## config.mk

```make
export PLATFORM = sky130hd
export DESIGN_NAME = servo_move_seq
export DESIGN_NICKNAME = d
export VERILOG_FILES = /design/src/rtl/servo_pkg.sv /design/src/rtl/frame_timer.sv /design/src/rtl/servo_move_seq.sv
export SDC_FILE = /design/constraint.sdc
export NUM_CORES = 1
export LEC_CHECK = 0
export ABC_AREA = 1
export BUFFER_PORTS_ARGS = -buffer_cell sky130_fd_sc_hd__buf_2
export CAP_MARGIN = 15
export CORE_AREA = 8 8 176 137
export DETAILED_ROUTE_END_ITERATION = 6
export DIE_AREA = 0 0 184 145
export PLACE_DENSITY_LB_ADDON = 0.15
export RECOVER_POWER = 50
export SLEW_MARGIN = 20
export SYNTH_ARGS = -nofsm -noshare
export SYNTH_HDL_FRONTEND = slang
export SYNTH_SLANG_ARGS = --single-unit
```

## constraint.sdc

```tcl
create_clock -name clk -period 2.8 [get_ports clk]
set_input_delay 0.14 -clock clk [delete_from_list [all_inputs] [get_ports clk]]
set_output_delay 0.14 -clock clk [all_outputs]
set_load 0.01 [all_outputs]
```

## src/rtl/servo_pkg.sv

```systemverilog
// Shared types and defaults for the servo move sequencer.
package servo_pkg;

  localparam int DUTY_W = 32;

  localparam int unsigned PERIOD_DEF = 1_000_000;
  localparam int unsigned POS0_DEF   = 50_000;
  localparam int unsigned POS1_DEF   = 75_000;
  localparam int unsigned POS2_DEF   = 100_000;
  localparam int unsigned POS3_DEF   = 125_000;

  typedef enum logic [1:0] {ST_IDLE, ST_RAMP, ST_SETTLE, ST_DONE} st_t;

  typedef logic [DUTY_W-1:0] duty_t;

  typedef struct packed {
    logic [1:0] ch;
    duty_t      target;
  } move_t;

  typedef struct packed {
    duty_t duty;
    logic  hit;
  } step_t;

  // Move cur toward tgt by at most step; never crosses tgt.
  function automatic step_t step_toward(duty_t cur, duty_t tgt, duty_t step);
    step_t r;
    duty_t gap;
    gap   = (tgt >= cur) ? (tgt - cur) : (cur - tgt);
    r.hit = (gap <= step);
    if (r.hit)           r.duty = tgt;
    else if (tgt > cur)  r.duty = cur + step;
    else                 r.duty = cur - step;
    return r;
  endfunction

endpackage

```

## src/rtl/frame_timer.sv

```systemverilog
// PWM frame counter: counts 0..PERIOD-1 and pulses frame_tick on the last count.
module frame_timer
  import servo_pkg::*;
#(
  parameter int unsigned PERIOD = PERIOD_DEF
) (
  input  logic clk,
  input  logic reset,
  output logic frame_tick
);

  localparam duty_t LAST = duty_t'(PERIOD - 1);

  duty_t cnt;

  always_ff @(posedge clk) begin
    if (!reset)           cnt <= '0;
    else if (cnt == LAST) cnt <= '0;
    else                  cnt <= cnt + duty_t'(1);
  end

  assign frame_tick = reset && (cnt == LAST);

endmodule

```

## src/rtl/servo_move_seq.sv

```systemverilog
// Servo move sequencer: accepts one move at a time and ramps the chosen channel's
// duty on frame boundaries. Define SERVO_RAMP_EN for STEP-limited ramping;
// otherwise the duty jumps to the target at the first frame tick.
module servo_move_seq
  import servo_pkg::*;
#(
  parameter int          NSERVO        = 4,
  parameter int unsigned PERIOD        = PERIOD_DEF,
  parameter int unsigned POS0          = POS0_DEF,
  parameter int unsigned POS1          = POS1_DEF,
  parameter int unsigned POS2          = POS2_DEF,
  parameter int unsigned POS3          = POS3_DEF,
  parameter int unsigned HOME          = 1,
  parameter int unsigned STEP          = 2_500,
  parameter int unsigned SETTLE_FRAMES = 10
) (
  input  logic                     clk,
  input  logic                     reset,
  input  logic                     cmd_valid,
  input  logic [1:0]               cmd_servo,
  input  logic [1:0]               cmd_pos,
  output logic                     cmd_ready,
  output logic [NSERVO*DUTY_W-1:0] duty,
  output logic [31:0]              period,
  output logic                     frame_tick,
  output logic                     busy,
  output logic                     done
);

  localparam duty_t HOME_DUTY = (HOME == 0) ? duty_t'(POS0) :
                                (HOME == 1) ? duty_t'(POS1) :
                                (HOME == 2) ? duty_t'(POS2) : duty_t'(POS3);

`ifdef SERVO_RAMP_EN
  localparam duty_t STEP_EFF = duty_t'(STEP);
`else
  // A step wider than any gap lands on the target at the first tick.
  localparam duty_t STEP_EFF = duty_t'(STEP) | '1;
`endif

  localparam duty_t SETTLE_LAST = duty_t'(SETTLE_FRAMES - 1);

  function automatic duty_t preset(logic [1:0] idx);
    case (idx)
      2'd0:    return duty_t'(POS0);
      2'd1:    return duty_t'(POS1);
      2'd2:    return duty_t'(POS2);
      default: return duty_t'(POS3);
    endcase
  endfunction

  st_t   state, state_n;
  move_t mv;
  duty_t settle_cnt, settle_n;
  duty_t cur;
  step_t stp;
  logic  accept;
  logic  ramp_we;

  logic [NSERVO-1:0][DUTY_W-1:0] duty_q;

  frame_timer #(.PERIOD(PERIOD)) u_frame_timer (
    .clk        (clk),
    .reset      (reset),
    .frame_tick (frame_tick)
  );

  assign cmd_ready = (state == ST_IDLE);
  assign busy      = (state != ST_IDLE);
  assign done      = (state == ST_DONE);
  assign period    = 32'(PERIOD);
  assign accept    = cmd_valid && cmd_ready;
  assign ramp_we   = (state == ST_RAMP) && frame_tick;
  assign duty      = duty_q;

  always_comb begin
    cur = '0;
    for (int k = 0; k < NSERVO; k++)
      if (int'(mv.ch) == k) cur = duty_q[k];
  end

  assign stp = step_toward(cur, mv.target, STEP_EFF);

  always_ff @(posedge clk) begin
    if (!reset) begin
      state      <= ST_IDLE;
      mv         <= '0;
      settle_cnt <= '0;
    end else begin
      state      <= state_n;
      settle_cnt <= settle_n;
      if (accept) begin
        mv.ch     <= cmd_servo;
        mv.target <= preset(cmd_pos);
      end
    end
  end

  always_comb begin
    state_n  = state;
    settle_n = settle_cnt;
    case (state)
      ST_IDLE: if (accept) state_n = ST_RAMP;
      ST_RAMP: begin
        if (ramp_we && stp.hit) begin
          state_n  = ST_SETTLE;
          settle_n = '0;
        end
      end
      ST_SETTLE: begin
        if (SETTLE_FRAMES == 0) state_n = ST_DONE;
        else if (frame_tick) begin
          if (settle_cnt == SETTLE_LAST) state_n = ST_DONE;
          else                           settle_n = settle_cnt + duty_t'(1);
        end
      end
      ST_DONE: state_n = ST_IDLE;
      default: state_n = ST_IDLE;
    endcase
  end

  // Each lane only takes the ramp result when it is the latched channel.
  for (genvar k = 0; k < NSERVO; k++) begin : g_lane
    duty_t q;
    always_ff @(posedge clk) begin
      if (!reset)                          q <= HOME_DUTY;
      else if (ramp_we && int'(mv.ch) == k) q <= stp.duty;
    end
    assign duty_q[k] = q;
  end

endmodule

```

# Word-level counts from Yosys, hierarchy flattened
# Cells that the tools add are included.
dict set report totals {
  input_bits 7
  wordCells 67
  reg_bits 228
  output_inout_bits 164
}
dict set report classes {
  order_cmp 3
  n_reduce_logical 16
  n_eq_ne 15
  n_bitwise 1
  mux 17
  n_addsub 6
}
# operator n
set ops {}
lappend ops {{$mux W32} 10}
lappend ops {{$add A32 B1 Y32 const B} 2}
lappend ops {{$pmux W32 S2} 1}
lappend ops {{$sub A32 B32 Y32} 2}
lappend ops {{$pmux W17 S3} 1}
lappend ops {{$add A32 B32 Y32 const B} 1}
lappend ops {{$eq A32 B20 Y1 const B} 1}
lappend ops {{$eq A32 B4 Y1 const B} 1}
lappend ops {{$ge A32 B32 Y1} 1}
lappend ops {{$gt A32 B32 Y1} 1}
lappend ops {{$le A32 B32 Y1 const B} 1}
lappend ops {{$sub A32 B32 Y32 const B} 1}
lappend ops {{$eq A2 B2 Y1 const B} 5}
lappend ops {{$logic_and A1 B1 Y1} 8}
lappend ops {{$mux W2} 4}
lappend ops {{$pmux W2 S4} 1}
lappend ops {{$reduce_and A4 Y1} 2}
lappend ops {{$eq A2 B1 Y1 const B} 3}
lappend ops {{$logic_not A2 Y1} 3}
lappend ops {{$ne A2 B2 Y1 const B} 3}
lappend ops {{$ne A2 B1 Y1 const B} 2}
lappend ops {{$reduce_bool A2 Y1} 2}
lappend ops {{$reduce_or A2 Y1} 1}
lappend ops {{$not A1 Y1} 1}

# Longest topological paths before layout
dict set report depth {
  ltp_word 11
  depth_mapped 13
  ltp_nobuf 13
}

# Hierarchy
# Synthesis repeated with hierarchy kept, for this count alone.
dict set report unflattened {
  hier_cells 1173
  area_unflattened_um2 7457.2
}
# module cells_per_inst area_per_inst_um2 n_inst seq_area_each_um2
set modules_own_cells {}
lappend modules_own_cells {servo_move_seq 840 5481.5 1 1721.7}
lappend modules_own_cells {frame_timer 333 1975.6 1 640.6}

# Worst setup path before layout
# OpenSTA, ideal clock, no wires.
dict set report synth_timing {
  kind {reg-to-reg}
  from {register settle_cnt[0]}
  to {register settle_cnt[22]}
  period_less_slack_ns 1.779
  stages_incl_launch_ff 11
  t_required_ns 2.687
  n_path_buf 0
  t_arrival_ns 1.667
  path_slack_ns 1.021
  setup_ns 0.113
  path_cell_list {dfxtp_1 > ha_1 > nand2_1 > nor2_1 > nand2_1 > nor3_1 > nand2_1 > nor2_1 > nor2_1 > nor2_1 > nor2_1}
}
dict set report synth_via {
  elab_chain_len 4
  elab_cells_between_ends 7
  cone_classes {1 x add/sub; 2 x eq/ne; 3 x mux; 1 x reduce/logical}
}
# element line_no
set synth_lines {}
lappend synth_lines {{from (decl)} servo_move_seq.sv:54} ;# duty_t settle_cnt, settle_n;
lappend synth_lines {{from (signal assigned)} servo_move_seq.sv:91} ;# settle_cnt <= settle_n;
lappend synth_lines {{$add A32 B1 Y32} servo_move_seq.sv:114} ;# else settle_n = settle_cnt + duty_t'(1);
lappend synth_lines {{$mux W32} servo_move_seq.sv:113} ;# if (settle_cnt == SETTLE_LAST) state_n = ST_DONE;
lappend synth_lines {{$mux W32} servo_move_seq.sv:112} ;# else if (frame_tick) begin
lappend synth_lines {{$pmux W32 S2} servo_move_seq.sv:102} ;# case (state)
# Several ways; a longest one is shown, not always the timed one. The select of a mux whose other input is x is not followed.
# A chain may end at the register's enable or synchronous reset.

# Worst setup path after layout
dict set report layout_timing {
  from {register u_frame_timer.cnt[0]}
  to {register settle_cnt[31]}
}
dict set report layout_via {
  elab_chain_len 6
  elab_cells_between_ends 7
  cone_classes {3 x eq/ne; 4 x reduce/logical}
}
# element line_no
set layout_lines {}
lappend layout_lines {{from (decl)} frame_timer.sv:14} ;# duty_t cnt;
lappend layout_lines {{from (signal assigned)} frame_timer.sv:19} ;# else cnt <= cnt + duty_t'(1);
lappend layout_lines {{$eq A32 B20 Y1 (*)} frame_timer.sv:22} ;# assign frame_tick = reset && (cnt == LAST);
lappend layout_lines {{$logic_and A1 B1 Y1 (*)} frame_timer.sv:22}
lappend layout_lines {{$logic_and A1 B1 Y1} servo_move_seq.sv:73} ;# assign ramp_we = (state == ST_RAMP) && frame_tick;
lappend layout_lines {{$logic_and A1 B1 Y1} servo_move_seq.sv:105} ;# if (ramp_we && stp.hit) begin
lappend layout_lines {{$ne A2 B1 Y1 (no line)} -}
lappend layout_lines {{$reduce_and A4 Y1 (no line) (*)} -}
# Every way passes the cells marked *; elsewhere a longest branch is shown, timed or not.

==> results by group <==
Floorplanning
  – Die W: 184 um
  – Row cnt: 47
  – Die Y: around 150 um
  – CORE AREA: 21,410 um^2
  – Die ar.: 26,680 um^2
  – Io pins: roughly 170
  – Initial Utilization: approximately a third

STA
  – FMAX: 424.9 MHz
  – Fin. max-slew vios: 0
  – Tmin final: 2.354 ns
  – Setup TNS: 0 ns
  – Period utilization: 84.06%
  – Final Hold Viols: 0
  – Clk_skew: 0.01021 ns
  – Worst slew margin: 50.74%
  – Final WS setup: around 0.45 ns
  – Final Setup Violations: 0
  – Tightest Pin Transition: 0.7361 ns
  – Worst hold margin: 0.02279 ns
  – RSZ-0062 raised after global routing: no

Clock tree
  – # H-tree levels: 4
  – Hold_buf cts: 0
  – Clk buf depth: 2
  – Post-CTS Setup Inserts: 0
  – Post-CTS Resized: 0
  – Root Buffer: clkbuf_16
  – Inserted Clock Buffers: 17
  – Clk Latency, worst-skew pair: about 0.43 ns
  – CTS tree: yes
  – Clock-pin slew on the worst setup and hold paths: roughly 0.06 ns
  – Num Clock Sinks: 118

Yosys
  – Synth unique cells: 33
  – Avg Inst Size Synth: 6.585 um^2
  – Synth Warn #: 0
  – Async SR Flop Fraction: 0%
  – Count leader, synth: nand2_1
  – Top-area cell type share of the netlist area: 32.29%
  – Synthesis-stage register bit count: 118
  – Synth cell count leaders: nand2_1, nor2_1, buf_4
  – Largest area contributor in the netlist: dfxtp_1
  – Mapped Area: 7316 um^2
  – Ys flop type: dfxtp_1
  – Post-synth EDFFs: 0
  – Synth Instances: 1,111
  – Seq/Total Area, Yosys: 32.29%
  – Synth top area cells: dfxtp_1, nand2_1, buf_4

Flow run
  – Max-cap viol count: 0

Placed design
  – Pre-CTS setup slack: 0.5633 ns
  – Placed cell count: around 1.4k
  – RD Place Congestion: between 0.8 and 0.9
  – HPWL after DPL: approximately 16,000 um
  – Count of input and output buffers: 62

Critical path
  – Worst path arrival time: 2.67 ns
  – Max incr delay on CP: around 0.37 ns
  – CP bufs+invs: 1
  – Most numerous cell on the critical path: nand2_1
  – CP max FO: 13
  – Slowest library cell on the worst path: dfxtp_1
  – WS Path Type: register to register
  – Crit. End Element: register
  – Worst path required time: 3.12 ns
  – Element type at the critical path start: register
  – Critical path's top delay family: simple AND/OR/NAND/NOR gates
  – Critical Path, Cell by Cell: ha_1 -> nand2_1 -> nor2_8 -> nand2_1 -> nor2_4 -> nand2_1 -> nor2_4 -> nand3_2 -> nand2_1 -> inv_1 -> nand2_1 -> nand2_1

Drt
  – Routed WL per cell: between 10 and 15 um
  – Initial drt markers: about 550
  – DRC Markers: 0
  – Post-route ant nets: 0
  – Via density: 4.582
  – Routed vias: 6,731
  – Final wirelength: 20,620 um
  – Pre-Repair DR Iteration Count: 5

GRT
  – Largest net degree at the start of global routing: 39
  – Number of global-route vias before repair: 6,277
  – GRT Resource Usage Total: 15.61%
  – Grt ovf: 0
  – First-pass GRT wire length: 33,820 um
  – Initial antenna violation count: 0

Layout
  – Post-layout instance count excluding filler cells: 1,469
  – Antenna diodes: 0
  – Final Util: 37.17%
  – Area Growth Syn to Fin: 8.757%
  – Layout cell share with drive strength beyond 1: between 6 and 7%
  – Final nets: 1,183
  – Fill cells: 2,391

Power and ir drop
  – Worst vdd ir: 0.0003763 V
  – Leak pwr: approximately 3.3 nW
  – Power density over the cells: 622.9 nW/um^2

Hold path
  – Hold crit path type: input port to register

Status
  – Outcome: finished, final reports clean
[worst paths after layout]
path / startpoint / end / slack [ns] / cells after the start
max: u_frame_timer.cnt[0]$_SDFF_PP0_ / settle_cnt[31]$_SDFFE_PN0P_ / 0.45 / 12
min reg2reg: g_lane[1].q[4]$_SDFFE_PN1P_ / g_lane[1].q[4]$_SDFFE_PN1P_ / 0.46 / 2
min: cmd_servo[1] / mv[33]$_SDFFE_PN0P_ / 0.02 / 3
max reg2reg: u_frame_timer.cnt[0]$_SDFF_PP0_ / settle_cnt[31]$_SDFFE_PN0P_ / 0.45 / 12
[stage by stage]
stage               power, mW  instance area [um^2]
global placement        2.719                  7420
detailed placement      2.710                  7420
floorplan               2.581                  7714
global route            5.212                  7956
finish                  4.956                  7956
CTS                     5.014                  8033
[cells by family after synthesis]
group           share of synthesized area [%]
xor+xnor                                1.556
buf+inv                                 19.86
compound gates                          7.012
simple gates                            36.79
fa+ha+maj                               2.394
flops                                   32.29
other cells                            0.1027
[tightest hold or removal path, stage by stage]
cell and delay (ns):
buf_2 0.09, o21ai_0 0.07, a21oi_1 0.10
[placed cells by master (no fill, tap or decap), types with 17 or more instances in the layout]
cell and count:
inv_1 99, nand2_1 270, nand4_1 25, dfxtp_1 118
conb_1 108, nor2_1 152, o21ai_0 23, clkbuf_1 55
nor3_1 33, nand3_1 107, clkbuf_16 17, a21oi_1 66
[power by group]
part	total, mW	switching (mW)	internal [mW]
clock	2.29	0.860	1.43
combinational	0.830	0.645	0.186
sequential	1.84	0.0995	1.74
total	4.96	1.60	3.35
[registers in the layout, summed over array words and instances (netlist names)]
register / cells
u_frame_timer.cnt: 32
state: 2
settle_cnt: 32
mv: 12
g_lane.q: 40
[layer usage]
layer,track usage (%),vias to the layer above,routed length (um)
met3,3.443,16,1167
met2,24.17,168,9284
met5,0,-,0
met4,4.227,0,207
met1,21.46,3121,9959
li1,-,3426,-
[cell type report]
cell class	count	area, um^2	area share, %
Clock buffer	18	439.2	5.520
Clock inverter	14	173.9	2.186
Inverter	100	375.4	4.718
Multi-Input combinational cell	849	3894	48.94
Sequential cell	118	2362	29.69
Tap cell	294	367.9	4.623
Timing Repair Buffer	76	344.1	4.325
Power figures use the tool's default switching activity.
